**src/rtl/image_expander_if.sv**
```systemverilog
// Bus between the compressed-image expander, its SRAM and the pixel consumer.
// The expander drives the SRAM address and the pixel stream; the environment drives start and read data.
interface image_expander_if;
   logic       start;
   logic       sram_rd;
   logic [9:0] sram_addr;
   logic [7:0] sram_rdata;
   logic       pix_valid;
   logic [7:0] pix_color;
   logic [7:0] pix_haddr;
   logic [7:0] pix_vaddr;
   logic       busy;
   logic       done;

   modport master (
      input  start, sram_rdata,
      output sram_rd, sram_addr, pix_valid, pix_color, pix_haddr, pix_vaddr, busy, done
   );

   modport slave (
      output start, sram_rdata,
      input  sram_rd, sram_addr, pix_valid, pix_color, pix_haddr, pix_vaddr, busy, done
   );
endinterface

```
**src/rtl/image_expander.sv**
```systemverilog
// Streams an IMG_DIM x IMG_DIM frame by replicating each stored pixel of a
// CMP_DIM x CMP_DIM SRAM image over a SCALE x SCALE block, in raster order.
module image_expander #(
   parameter int IMG_DIM = 224,
   parameter int SCALE   = 8,
   parameter int CMP_DIM = 28,
   parameter int ROW_GAP = 400
) (
   input logic            clk,
   input logic            rst,
   image_expander_if.master bus
);

   localparam int       SHIFT    = $clog2(SCALE);
   localparam int       GAP_W    = (ROW_GAP > 1) ? $clog2(ROW_GAP) : 1;
   localparam int       GAP_LAST = (ROW_GAP > 0) ? ROW_GAP - 1 : 0;
   localparam bit       HAS_GAP  = (ROW_GAP > 0);
   localparam logic [7:0] LAST   = 8'(IMG_DIM - 1);

   typedef enum logic [1:0] {IDLE, ROW, GAP, FIN} state_t;

   state_t             state, state_nx;
   logic [7:0]         col_p0, row_p0;
   logic [9:0]         base_p0;
   logic [GAP_W-1:0]   gap_p0;
   logic               rd_p0, frame_go, row_next, col_inc, gap_inc;

   logic               vld_p1, done_p1;
   logic [7:0]         h_p1, v_p1;

   always_ff @(posedge clk or posedge rst) begin
      if (rst) state <= IDLE;
      else     state <= state_nx;
   end

   always_comb begin
      state_nx = state;
      rd_p0    = 1'b0;
      frame_go = 1'b0;
      row_next = 1'b0;
      col_inc  = 1'b0;
      gap_inc  = 1'b0;
      case (state)
         // done_p1 marks the done cycle, where a new start is still refused
         IDLE: begin
            if (bus.start && !done_p1) begin
               frame_go = 1'b1;
               state_nx = ROW;
            end
         end
         ROW: begin
            rd_p0 = 1'b1;
            if (col_p0 == LAST) begin
               if (row_p0 == LAST) state_nx = FIN;
               else if (!HAS_GAP)  row_next = 1'b1;
               else                state_nx = GAP;
            end else begin
               col_inc = 1'b1;
            end
         end
         GAP: begin
            if (gap_p0 == GAP_W'(GAP_LAST)) begin
               row_next = 1'b1;
               state_nx = ROW;
            end else begin
               gap_inc = 1'b1;
            end
         end
         FIN:     state_nx = IDLE;
         default: state_nx = IDLE;
      endcase
   end

   // Stage p0: raster counters and the row-base of the compressed address.
   always_ff @(posedge clk or posedge rst) begin
      if (rst) begin
         col_p0  <= 8'd0;
         row_p0  <= 8'd0;
         base_p0 <= 10'd0;
         gap_p0  <= '0;
      end else if (frame_go) begin
         col_p0  <= 8'd0;
         row_p0  <= 8'd0;
         base_p0 <= 10'd0;
         gap_p0  <= '0;
      end else if (row_next) begin
         col_p0 <= 8'd0;
         row_p0 <= row_p0 + 8'd1;
         gap_p0 <= '0;
         if (((row_p0 + 8'd1) & 8'(SCALE - 1)) == 8'd0)
            base_p0 <= base_p0 + 10'(CMP_DIM);
      end else begin
         if (col_inc) col_p0 <= col_p0 + 8'd1;
         if (gap_inc) gap_p0 <= gap_p0 + 1'b1;
      end
   end

   assign bus.sram_rd   = rd_p0;
   assign bus.sram_addr = base_p0 + 10'(col_p0 >> SHIFT);

   // Stage p1: pixel coordinates line up with the SRAM read data.
   always_ff @(posedge clk or posedge rst) begin
      if (rst) begin
         vld_p1  <= 1'b0;
         h_p1    <= 8'hFF;
         v_p1    <= 8'hFF;
         done_p1 <= 1'b0;
      end else begin
         vld_p1  <= rd_p0;
         h_p1    <= rd_p0 ? col_p0 : 8'hFF;
         v_p1    <= rd_p0 ? row_p0 : 8'hFF;
         done_p1 <= (state == FIN);
      end
   end

   assign bus.pix_valid = vld_p1;
   assign bus.pix_color = vld_p1 ? bus.sram_rdata : 8'd0;
   assign bus.pix_haddr = h_p1;
   assign bus.pix_vaddr = v_p1;
   assign bus.busy      = (state == ROW) || (state == GAP) || vld_p1;
   assign bus.done      = done_p1;

endmodule
```
**src/flat_wrapper.sv**
```systemverilog
// flat-port wrapper written by rule: the top's interface ports become plain ports
module image_expander_flat 
#(
   parameter int IMG_DIM = 224,
   parameter int SCALE   = 8,
   parameter int CMP_DIM = 28,
   parameter int ROW_GAP = 400
)
  (clk, rst, bus_start, bus_sram_rdata, bus_sram_rd, bus_sram_addr, bus_pix_valid, bus_pix_color, bus_pix_haddr, bus_pix_vaddr, bus_busy, bus_done);
  image_expander_if bus_i ();
  input logic clk;
  input logic rst;
  input wire logic [$bits(bus_i.start)-1:0] bus_start;
  input wire logic [$bits(bus_i.sram_rdata)-1:0] bus_sram_rdata;
  output wire logic [$bits(bus_i.sram_rd)-1:0] bus_sram_rd;
  output wire logic [$bits(bus_i.sram_addr)-1:0] bus_sram_addr;
  output wire logic [$bits(bus_i.pix_valid)-1:0] bus_pix_valid;
  output wire logic [$bits(bus_i.pix_color)-1:0] bus_pix_color;
  output wire logic [$bits(bus_i.pix_haddr)-1:0] bus_pix_haddr;
  output wire logic [$bits(bus_i.pix_vaddr)-1:0] bus_pix_vaddr;
  output wire logic [$bits(bus_i.busy)-1:0] bus_busy;
  output wire logic [$bits(bus_i.done)-1:0] bus_done;
  assign bus_i.start = bus_start;
  assign bus_i.sram_rdata = bus_sram_rdata;
  assign bus_sram_rd = bus_i.sram_rd;
  assign bus_sram_addr = bus_i.sram_addr;
  assign bus_pix_valid = bus_i.pix_valid;
  assign bus_pix_color = bus_i.pix_color;
  assign bus_pix_haddr = bus_i.pix_haddr;
  assign bus_pix_vaddr = bus_i.pix_vaddr;
  assign bus_busy = bus_i.busy;
  assign bus_done = bus_i.done;
  image_expander #(.IMG_DIM(IMG_DIM), .SCALE(SCALE), .CMP_DIM(CMP_DIM), .ROW_GAP(ROW_GAP)) u_core (.clk(clk), .rst(rst), .bus(bus_i));
endmodule
```
**config.mk**
```make
export PLATFORM = sky130hd
export DESIGN_NAME = image_expander_flat
export DESIGN_NICKNAME = d
export VERILOG_FILES = /design/src/rtl/image_expander_if.sv /design/src/rtl/image_expander.sv /design/src/flat_wrapper.sv
export SDC_FILE = /design/constraint.sdc
export NUM_CORES = 1
export LEC_CHECK = 0
export ABC_CLOCK_PERIOD_IN_PS = 1910
export CORE_ASPECT_RATIO = 0.75
export CORE_MARGIN = 5
export CORE_UTILIZATION = 50
export DETAILED_ROUTE_END_ITERATION = 6
export DONT_BUFFER_PORTS = 1
export PLACE_DENSITY = 0.69
export SYNTH_ARGS = -nofsm -noshare
export SYNTH_HDL_FRONTEND = slang
export SYNTH_SLANG_ARGS = --single-unit
export TNS_END_PERCENT = 50
```
**constraint.sdc**
```tcl
create_clock -name clk -period 1.91 [get_ports clk]
set_input_delay 0.382 -clock clk [delete_from_list [all_inputs] [get_ports clk]]
set_output_delay 0.382 -clock clk [all_outputs]
set_load 0.03 [all_outputs]
```
==> results of run 1 <==
state kept, by name (all words and copies together) (netlist names):
register,count
u_core.state,2
u_core.bus.pix_haddr,8
u_core.row_p0,8
u_core.bus.done,1
u_core.base_p0,8
u_core.bus.pix_vaddr,8
u_core.bus.pix_valid,1
u_core.gap_p0,9
u_core.col_p0,8
per-stage QoR:
step / util, % / area, um2 / std cells / worst slack [ns]
2_1_floorplan: - / 2870 / 276 / -0.0618
3_3_place_gp: 58.8 / 3180 / 379 / 0.0152
5_1_grt: 64.3 / 3480 / 394 / -0.346
6_report: 64.3 / 3480 / 394 / -0.256
4_1_cts: 62.4 / 3380 / 392 / -0.314
3_5_place_dp: 58.8 / 3180 / 379 / -0.0260
power groups by stage:
stage	Combinational, mW	Clock [mW]	Sequential, mW
final	0.759	0.649	1.77
after global placement	0.705	0	1.78
after detailed placement	0.723	0	1.79
after global routing	0.847	0.712	1.80
after floorplan	0.533	0	1.77
after CTS	0.732	0.664	1.77
metal layers:
| metal | share of wire [%] | global-route usage (%) | up-vias |
|---|---|---|---|
| met5 | 0 | 0 | - |
| met1 | 46 | 23.7 | 1054 |
| met3 | 5.1 | 5.00 | 4 |
| met2 | 48 | 28.2 | 60 |
| met4 | 0.89 | 5.14 | 0 |
| li1 | - | - | 1033 |
worst paths after layout:
path                                    from                       to  cells after the start
setup / recovery           u_core.base_p0[3]         bus_sram_addr[7]                      5
hold / removal                     bus_start          u_core.state[0]                      3
setup reg to reg            u_core.gap_p0[4]         u_core.row_p0[7]                      5
min in group asynchronous                rst         u_core.col_p0[7]                      2
max in group asynchronous                rst  u_core.bus.pix_vaddr[2]                      3
hold reg to reg             u_core.col_p0[1]  u_core.bus.pix_haddr[1]                      1
final cells by class:
class | instances | area [um2]
tap | 75 | 93.8
clock buffer | 6 | 72.6
fill | 427 | 1930
clock inverter | 2 | 13.8
inverter | 9 | 33.8
timing repair buffer | 50 | 425
sequential | 53 | 1350
multi-input combinational | 199 | 1490
layout by cell type (no fill, tap or decap), types with 8 or more instances in the layout:
| master | n |
|---|---|
| dfstp_2 | 16 |
| nand2b_1 | 19 |
| dfrtp_1 | 36 |
| nand2_1 | 16 |
| nor2_1 | 28 |
| inv_1 | 8 |
| nand3_1 | 9 |
| xor2_1 | 12 |
| and2_1 | 9 |
| a21oi_1 | 8 |
| buf_4 | 41 |
worst reg2reg max path: stages (launching register included):
cell and delay (ns):
dfrtp_1 0.40, or4b_4 0.57, buf_4 0.19, nor4_1 0.42, xnor2_1 0.17, nor2_1 0.06
timing repair:
item,in CTS,in global routing
pin swaps,5,3
gates resized for setup,13,18
endpoints found under the hold margin,17,0
setup buffers,4,1
hold buffers,1,0
setup endpoints to repair,8,34
gates cloned,0,1
kinds of logic (layout without fill, tap and decap cells):
kind of cell	count (synthesis)	count (layout)	share of synthesized area, %
AOI/OAI and AO/OA	36	36	8.70
xor gates and xnor gates	23	23	7.14
adders and majority gates	12	12	5.32
buffers and inverters	24	67	5.23
DFF	53	53	47.7
muxes	6	6	2.17
and+or+nand+nor	122	122	23.7
==> flow_summary.html, run 1 <==
<table>
<tr><th>Metric</th><th>Value</th></tr>
<tr><th colspan="2">Outcome</th></tr>
<tr><td>Status</td><td>finished with violations</td></tr>
<tr><td>Failing checks</td><td>negative setup slack</td></tr>
<tr><th colspan="2">Power and ir drop</th></tr>
<tr><td>Overall power</td><td>3.18 mW</td></tr>
<tr><td>Switching power total</td><td>approximately 1.2 mW</td></tr>
<tr><td>Clock share of power</td><td>about a fifth</td></tr>
<tr><td>Sequential group share of total power</td><td>55.7%</td></tr>
<tr><td>Leakage power figure</td><td>approximately 1.6 nW</td></tr>
<tr><td>Cell internal power dissipation</td><td>1.98 mW</td></tr>
<tr><td>Worst vdd rail ir drop</td><td>roughly 0.00036 V</td></tr>
<tr><td>Switching share of power</td><td>between 30 and 40%</td></tr>
<tr><td>Combinational fraction of design power</td><td>23.9%</td></tr>
<tr><td>Cell area power density</td><td>914 nW/um2</td></tr>
<tr><th colspan="2">Global routing</th></tr>
<tr><td>Vias in the first global route</td><td>2122</td></tr>
<tr><td>Remaining global-route overflow</td><td>0</td></tr>
<tr><td>Antenna violations before repair</td><td>0</td></tr>
<tr><td>Global-route wire length before repair</td><td>10200 um</td></tr>
<tr><td>Global-route usage over all layers</td><td>17.6%</td></tr>
<tr><td>Largest net degree at the start of global routing</td><td>37</td></tr>
<tr><th colspan="2">Floorplanning</th></tr>
<tr><td>Die area</td><td>7260 um2</td></tr>
<tr><td>Initial core utilization</td><td>52.1%</td></tr>
<tr><td>Count of boundary I/O pins</td><td>49</td></tr>
<tr><td>Die Height</td><td>around 75 um</td></tr>
<tr><td>Horizontal die dimension</td><td>96.7 um</td></tr>
<tr><td>Row cnt</td><td>23</td></tr>
<tr><td>Core outline area</td><td>5410 um2</td></tr>
<tr><th colspan="2">Synthesis</th></tr>
<tr><td>Proportion of synthesized chip area in sequential cells</td><td>a little under half</td></tr>
<tr><td>Area share of the largest cell type after synthesis</td><td>32.8%</td></tr>
<tr><td>Yosys warnings</td><td>0</td></tr>
<tr><td>Post-synth top cells</td><td>dfrtp_1, nor2_1, nand2_1, nand2b_1, dfstp_2</td></tr>
<tr><td>Cell variety after synth</td><td>48</td></tr>
<tr><td>Synthesized flop and latch total</td><td>53</td></tr>
<tr><td>Fraction of registers with async set/reset</td><td>100%</td></tr>
<tr><td>Net Count, Synth</td><td>299</td></tr>
<tr><td>Top post-synthesis cells by area</td><td>dfrtp_1, dfstp_2, ha_1</td></tr>
<tr><td>Avg Inst Size Synth</td><td>roughly 10 um2</td></tr>
<tr><td>Instance count of the mapped netlist</td><td>~280</td></tr>
<tr><td>Top-count cell post-synth</td><td>dfrtp_1</td></tr>
<tr><td>Total standard cell area after synthesis</td><td>2820 um2</td></tr>
<tr><td>EDFF count, synth</td><td>0</td></tr>
<tr><td>Most frequently used flop master after synthesis</td><td>dfrtp_1</td></tr>
<tr><td>Library cell with the largest summed area after synthesis</td><td>dfrtp_1</td></tr>
<tr><th colspan="2">Timing</th></tr>
<tr><td>Total Negative Setup Slacks</td><td>-1.31 ns</td></tr>
<tr><td>Tightest Pin Transition</td><td>0.422 ns</td></tr>
<tr><td>Slew HR</td><td>between 70% and 80%</td></tr>
<tr><td>Crit path time final</td><td>2.17 ns</td></tr>
<tr><td>Final clock period utilization by the worst path</td><td>113%</td></tr>
<tr><td>Final Worst Setup Slack</td><td>-0.256 ns</td></tr>
<tr><td>Worst clock skew</td><td>0.00532 ns</td></tr>
<tr><td>Fin. max-slew vios</td><td>0</td></tr>
<tr><td>RSZ-0062 raised after global routing</td><td>yes</td></tr>
<tr><td>Number of failing setup endpoints in the final timing report</td><td>6</td></tr>
<tr><td>Highest attainable clock frequency</td><td>0.462 GHz</td></tr>
<tr><td>Final Hold Fails</td><td>0</td></tr>
<tr><td>Post-route worst hold slack</td><td>0.481 ns</td></tr>
<tr><th colspan="2">Placement</th></tr>
<tr><td>Post-DP HPWL</td><td>4360 um</td></tr>
<tr><td>Input/output buffers</td><td>0</td></tr>
<tr><td>Routability-driven placement congestion ratio</td><td>0.825</td></tr>
<tr><th colspan="2">Critical path</th></tr>
<tr><td>Data arrival time of the worst path</td><td>about 1.8 ns</td></tr>
<tr><td>Worst stage delay on the critical path</td><td>0.42 ns</td></tr>
<tr><td>Number of buffer and inverter instances along the worst setup path</td><td>0</td></tr>
<tr><td>Critical-path cell with the highest stage delay</td><td>dfrtp_1</td></tr>
<tr><td>Critical Path Sink Type</td><td>primary output</td></tr>
<tr><td>Setup CP Type</td><td>register to primary output</td></tr>
<tr><td>R2r setup slk</td><td>0.02 ns</td></tr>
<tr><td>Data required time of the critical path</td><td>1.53 ns</td></tr>
<tr><td>Sort of element at the start of the critical path</td><td>register</td></tr>
<tr><td>Family with the most delay on the worst path</td><td>flip-flops</td></tr>
<tr><td>Maximum net fanout on the critical path</td><td>4</td></tr>
<tr><td>Critical path, cell by cell</td><td>ha_4, a21oi_4, o21ai_4, nand2_2, xnor2_4</td></tr>
<tr><th colspan="2">CTS</th></tr>
<tr><td>Clk Latency, worst-skew pair</td><td>about 0.31 ns</td></tr>
<tr><td>TritonCTS buffer count</td><td>5</td></tr>
<tr><td>Level count of the clock H-tree</td><td>2</td></tr>
<tr><td>Maximum count of clock buffers along a single path</td><td>2</td></tr>
<tr><td>TritonCTS sink count</td><td>53</td></tr>
<tr><td>Clock Tree Root</td><td>clkbuf_8</td></tr>
<tr><td>TritonCTS clock tree</td><td>done</td></tr>
<tr><td>Clock-pin slew on the worst setup and hold paths</td><td>0.10 ns</td></tr>
<tr><th colspan="2">Detailed routing</th></tr>
<tr><td>Vias post-DR</td><td>~2200</td></tr>
<tr><td>Number of vias per cell</td><td>5.46</td></tr>
<tr><td>Number of DRC markers in iteration 0</td><td>153</td></tr>
<tr><td>Detailed-route DRC error count</td><td>0</td></tr>
<tr><td>First-pass DRT Iterations</td><td>5</td></tr>
<tr><td>Total wire length after detailed routing</td><td>about 6300 um</td></tr>
<tr><td>Per-cell routed wire length</td><td>16.0 um</td></tr>
<tr><td>Number of routed nets with antenna violations</td><td>0</td></tr>
<tr><th colspan="2">Run</th></tr>
<tr><td>MaxCap Viol Count</td><td>0</td></tr>
<tr><th colspan="2">Worst hold path</th></tr>
<tr><td>Class of the tightest hold or removal check</td><td>input port to register</td></tr>
<tr><th colspan="2">Cells and area</th></tr>
<tr><td>Net count reported at finish</td><td>341</td></tr>
<tr><td>Signed area change from the synthesized netlist to the final layout</td><td>23.4%</td></tr>
<tr><td>Antenna diode count</td><td>0</td></tr>
<tr><td>Share of layout cells above drive strength 1</td><td>32.9%</td></tr>
</table>
Note: power is estimated with default switching activity, not from simulation.
==> inputs of run 2 (changes only) <==
Settings changed: CORE_UTILIZATION 50 to 25, PLACE_DENSITY 0.69 to default, PLACE_DENSITY_LB_ADDON from default to 0.12.
==> run 2 against run 1 <==
Compared with the run above: the flow still finishes with violations (negative setup slack); sequential cell count did not move; register-to-register slack better by 0.04 ns; design area is 4.6% higher; utilization decreased by 31 points; critical endpoint is now bus_sram_addr[8]; die area increased by 86%; non-clock buffer count is 4 higher; clock skew up 0.0016 ns; sequential power hardly changed; clock power rose by 62%; clock-buffer cell count fell by 1; largest cell class unchanged; critical path depth is 1 higher; power grew 12%.
==> flow_summary.html, run 2 (synthesized netlist as in run 1, its figures left out) <==
<table>
<tr><th>Metric</th><th>Value</th></tr>
<tr><th colspan="2">Critical path</th></tr>
<tr><td>Data required time of the critical path</td><td>1.53 ns (about the same)</td></tr>
<tr><td>Worst stage delay on the critical path</td><td>0.42 ns (about the same)</td></tr>
<tr><td>Reg2reg end</td><td>u_core.base_p0[6]</td></tr>
<tr><td>Worst-case reg-to-reg path depth</td><td>5 (unchanged)</td></tr>
<tr><td>Setup CP Type</td><td>register to primary output</td></tr>
<tr><td>Worst r2r src</td><td>u_core.gap_p0[4]</td></tr>
<tr><td>Critical-path cell with the highest stage delay</td><td>dfrtp_1</td></tr>
<tr><td>Critical Path Sink Type</td><td>primary output</td></tr>
<tr><td>Data arrival time of the worst path</td><td>1.74 ns (-0.04 ns)</td></tr>
<tr><td>Critical path, cell by cell</td><td>ha_4, a21oi_4, o21ai_4, nand3_2, xnor2_2, buf_6</td></tr>
<tr><td>Sort of element at the start of the critical path</td><td>register</td></tr>
<tr><td>Maximum net fanout on the critical path</td><td>5 (+1)</td></tr>
<tr><td>R2r setup slk</td><td>0.06 ns (+0.04 ns)</td></tr>
<tr><th colspan="2">CTS</th></tr>
<tr><td>Level count of the clock H-tree</td><td>2 (unchanged)</td></tr>
<tr><td>Clk Latency, worst-skew pair</td><td>0.30 ns (about the same)</td></tr>
<tr><td>TritonCTS buffer count</td><td>5 (unchanged)</td></tr>
<tr><td>Maximum count of clock buffers along a single path</td><td>2 (unchanged)</td></tr>
<tr><td>Clock Tree Root</td><td>clkbuf_16</td></tr>
<tr><td>TritonCTS sink count</td><td>53 (unchanged)</td></tr>
<tr><td>Clock-pin slew on the worst setup and hold paths</td><td>0.07 ns (-0.03 ns)</td></tr>
<tr><td>TritonCTS clock tree</td><td>done</td></tr>
<tr><th colspan="2">Timing</th></tr>
<tr><td>Crit path time final</td><td>2.13 ns (-0.0407 ns)</td></tr>
<tr><td>Number of failing setup endpoints in the final timing report</td><td>6 (unchanged)</td></tr>
<tr><td>Slew HR</td><td>69.6% (-1.9 points)</td></tr>
<tr><td>Final Hold Fails</td><td>0 (unchanged)</td></tr>
<tr><td>Highest attainable clock frequency</td><td>0.471 GHz (+1.9%)</td></tr>
<tr><td>Worst clock skew</td><td>0.00690 ns (+0.00159 ns)</td></tr>
<tr><td>RSZ-0062 raised after global routing</td><td>yes</td></tr>
<tr><td>Fin. max-slew vios</td><td>0 (unchanged)</td></tr>
<tr><td>Final Worst Setup Slack</td><td>-0.215 ns (+0.0407 ns)</td></tr>
<tr><td>Final clock period utilization by the worst path</td><td>111% (-2.1 points)</td></tr>
<tr><td>Tightest Pin Transition</td><td>0.452 ns (+0.0298 ns)</td></tr>
<tr><th colspan="2">Placement</th></tr>
<tr><td>Input/output buffers</td><td>0 (unchanged)</td></tr>
<tr><td>Post-DP HPWL</td><td>4870 um (+12%)</td></tr>
<tr><td>Number of placed instances with taps included</td><td>452 (+19%)</td></tr>
<tr><td>Routability-driven placement congestion ratio</td><td>0.774 (-6.1%)</td></tr>
<tr><th colspan="2">Worst hold path</th></tr>
<tr><td>Class of the tightest hold or removal check</td><td>input port to async pin</td></tr>
<tr><th colspan="2">Global routing</th></tr>
<tr><td>Remaining global-route overflow</td><td>0 (unchanged)</td></tr>
<tr><td>Global-route usage over all layers</td><td>10.4% (-7.2 points)</td></tr>
<tr><td>Largest net degree at the start of global routing</td><td>54 (+46%)</td></tr>
<tr><td>Antenna violations before repair</td><td>0 (unchanged)</td></tr>
<tr><td>Global-route wire length before repair</td><td>11200 um (+9.8%)</td></tr>
<tr><td>Vias in the first global route</td><td>2173 (+2.4%)</td></tr>
<tr><th colspan="2">Outcome</th></tr>
<tr><td>Status</td><td>finished with violations</td></tr>
<tr><td>Failing checks</td><td>negative setup slack</td></tr>
<tr><th colspan="2">Cells and area</th></tr>
<tr><td>Count of placed standard cells in the final layout, fillers left out</td><td>463 (+18%)</td></tr>
<tr><td>Number of fill cells in the layout</td><td>1119 (+160%)</td></tr>
<tr><td>Antenna diode count</td><td>0 (unchanged)</td></tr>
<tr><td>Signed area change from the synthesized netlist to the final layout</td><td>29.1%</td></tr>
<tr><td>Leading cell type in the layout, fill and taps excluded</td><td>buf_4</td></tr>
<tr><td>Net count reported at finish</td><td>345 (+1.2%)</td></tr>
<tr><td>Register containing the most flip-flops in the final layout</td><td>u_core.gap_p0</td></tr>
<tr><td>FF+latch area</td><td>1350 um2 (about the same)</td></tr>
<tr><td>Share of layout cells above drive strength 1</td><td>32.8% (-0.098 points)</td></tr>
<tr><td>Multi-input logic area</td><td>1470 um2 (-1.8%)</td></tr>
<tr><td>Highest-count cells in the layout ignoring fill and taps</td><td>buf_4, dfrtp_1, nor2_1</td></tr>
<tr><td>Max reg flops</td><td>9 (unchanged)</td></tr>
<tr><th colspan="2">Run</th></tr>
<tr><td>MaxCap Viol Count</td><td>0 (unchanged)</td></tr>
<tr><th colspan="2">Detailed routing</th></tr>
<tr><td>Number of vias per cell</td><td>4.59 (-16%)</td></tr>
<tr><td>Total wire length after detailed routing</td><td>6630 um (+4.9%)</td></tr>
<tr><td>Number of routed nets with antenna violations</td><td>0 (unchanged)</td></tr>
<tr><td>Per-cell routed wire length</td><td>14.3 um (-11%)</td></tr>
<tr><td>Vias post-DR</td><td>2124 (-1.3%)</td></tr>
<tr><td>Number of DRC markers in iteration 0</td><td>103 (-33%)</td></tr>
<tr><td>First-pass DRT Iterations</td><td>4 (-1)</td></tr>
<tr><td>Detailed-route DRC error count</td><td>0 (unchanged)</td></tr>
<tr><th colspan="2">Floorplanning</th></tr>
<tr><td>Initial core utilization</td><td>25.7% (-26 points)</td></tr>
<tr><td>Horizontal die dimension</td><td>133 um (+37%)</td></tr>
<tr><td>Row cnt</td><td>33 (+43%)</td></tr>
<tr><td>Die area</td><td>13500 um2 (+86%)</td></tr>
<tr><td>Count of boundary I/O pins</td><td>49 (unchanged)</td></tr>
<tr><td>Die Height</td><td>102 um (+36%)</td></tr>
<tr><td>Core outline area</td><td>11000 um2 (+100%)</td></tr>
<tr><th colspan="2">Power and ir drop</th></tr>
<tr><td>Switching power total</td><td>1.22 mW (+2.1%)</td></tr>
<tr><td>Cell area power density</td><td>978 nW/um2 (+7.1%)</td></tr>
<tr><td>Clock share of power</td><td>29.5% (+9.1 points)</td></tr>
<tr><td>Sequential group share of total power</td><td>49.4% (-6.3 points)</td></tr>
<tr><td>Leakage power figure</td><td>1.69 nW (+3.9%)</td></tr>
<tr><td>Overall power</td><td>3.56 mW (+12%)</td></tr>
<tr><td>Combinational fraction of design power</td><td>21.1% (-2.8 points)</td></tr>
<tr><td>Switching share of power</td><td>34.3% (-3.3 points)</td></tr>
<tr><td>Cell internal power dissipation</td><td>2.34 mW (+18%)</td></tr>
<tr><td>Worst vdd rail ir drop</td><td>0.000410 V (+15%)</td></tr>
</table>
## run 2: cell types whose count changed in the layout (fill, tap and decap cells not counted), sizes merged
cell	delta
buf	+5
bufinv	+1
clkbuf	-1
dlygate4sd3	-1
## run 2: final cells by class
cell class / count / share of cell area [%]
clock buffers: 5 / 3.44
clock inverters: 3 / 1.20
inverters: 9 / 0.928
multi-input cells: 199 / 40.3
flip-flops and latches: 53 / 37.0
well taps: 140 / 4.81
repair buffers: 54 / 12.3
## run 2: worst max-delay path by stage
| stage | to | from | cells after the start | slack (ns) |
|---|---|---|---|---|
| finish | bus_sram_addr[8] | u_core.base_p0[3] | 6 | -0.22 |
| global route | bus_sram_addr[7] | u_core.col_p0[6] | 5 | -0.31 |
| CTS | bus_sram_addr[9] | u_core.col_p0[7] | 6 | -0.25 |
| detailed placement | u_core.row_p0[7] | u_core.gap_p0[4] | 6 | -0.03 |
| global placement | u_core.row_p0[7] | u_core.gap_p0[4] | 6 | -0.008 |
| floorplan | bus_sram_addr[8] | u_core.col_p0[6] | 5 | -0.06 |
## run 2: power groups by stage
stage / combinational [mW] / sequential [mW] / clock (mW)
2_1_floorplan: 0.533 / 1.77 / 0
3_3_place_gp: 0.746 / 1.78 / 0
3_5_place_dp: 0.745 / 1.78 / 0
4_1_cts: 0.757 / 1.76 / 1.09
5_1_grt: 0.851 / 1.79 / 1.15
6_report: 0.750 / 1.76 / 1.05
## run 2: through the flow
stage	worst slack, ns	setup TNS [ns]	cell area (um2)	util (%)	hold slack (ns)
finish	-0.215	-1.13	3640	33.1	0.00545
CTS	-0.247	-1.40	3580	32.6	0.0259
detailed placement	-0.0341	-0.0613	3320	30.2	0.352
floorplan	-0.0618	-0.342	2870	-	0.477
global route	-0.307	-1.70	3640	33.1	0.0418
global placement	-0.00837	-0.0121	3320	30.2	0.348
## run 2: routing by layer
metal	GRT usage, %	routed length [um]
met1	14.1	3300
met2	16.3	2940
met3	2.71	273
met4	3.75	105
met5	0	0
## run 2: what timing repair did
action,CTS,global route
pin swaps,3,5
endpoints found under the setup margin,14,16
setup buffers,2,1
endpoints found under the hold margin,0,0
hold buffers,0,0
gates resized for setup,15,10
## run 2: worst max-delay path, delay by kind of cell, from the launching register on
kind            cells  cell delay, ns
flops               1            0.42
simple gates        1            0.12
fa+ha+maj           1            0.29
compound gates      2            0.30
xor+xnor            1            0.16
buf+inv             1            0.15
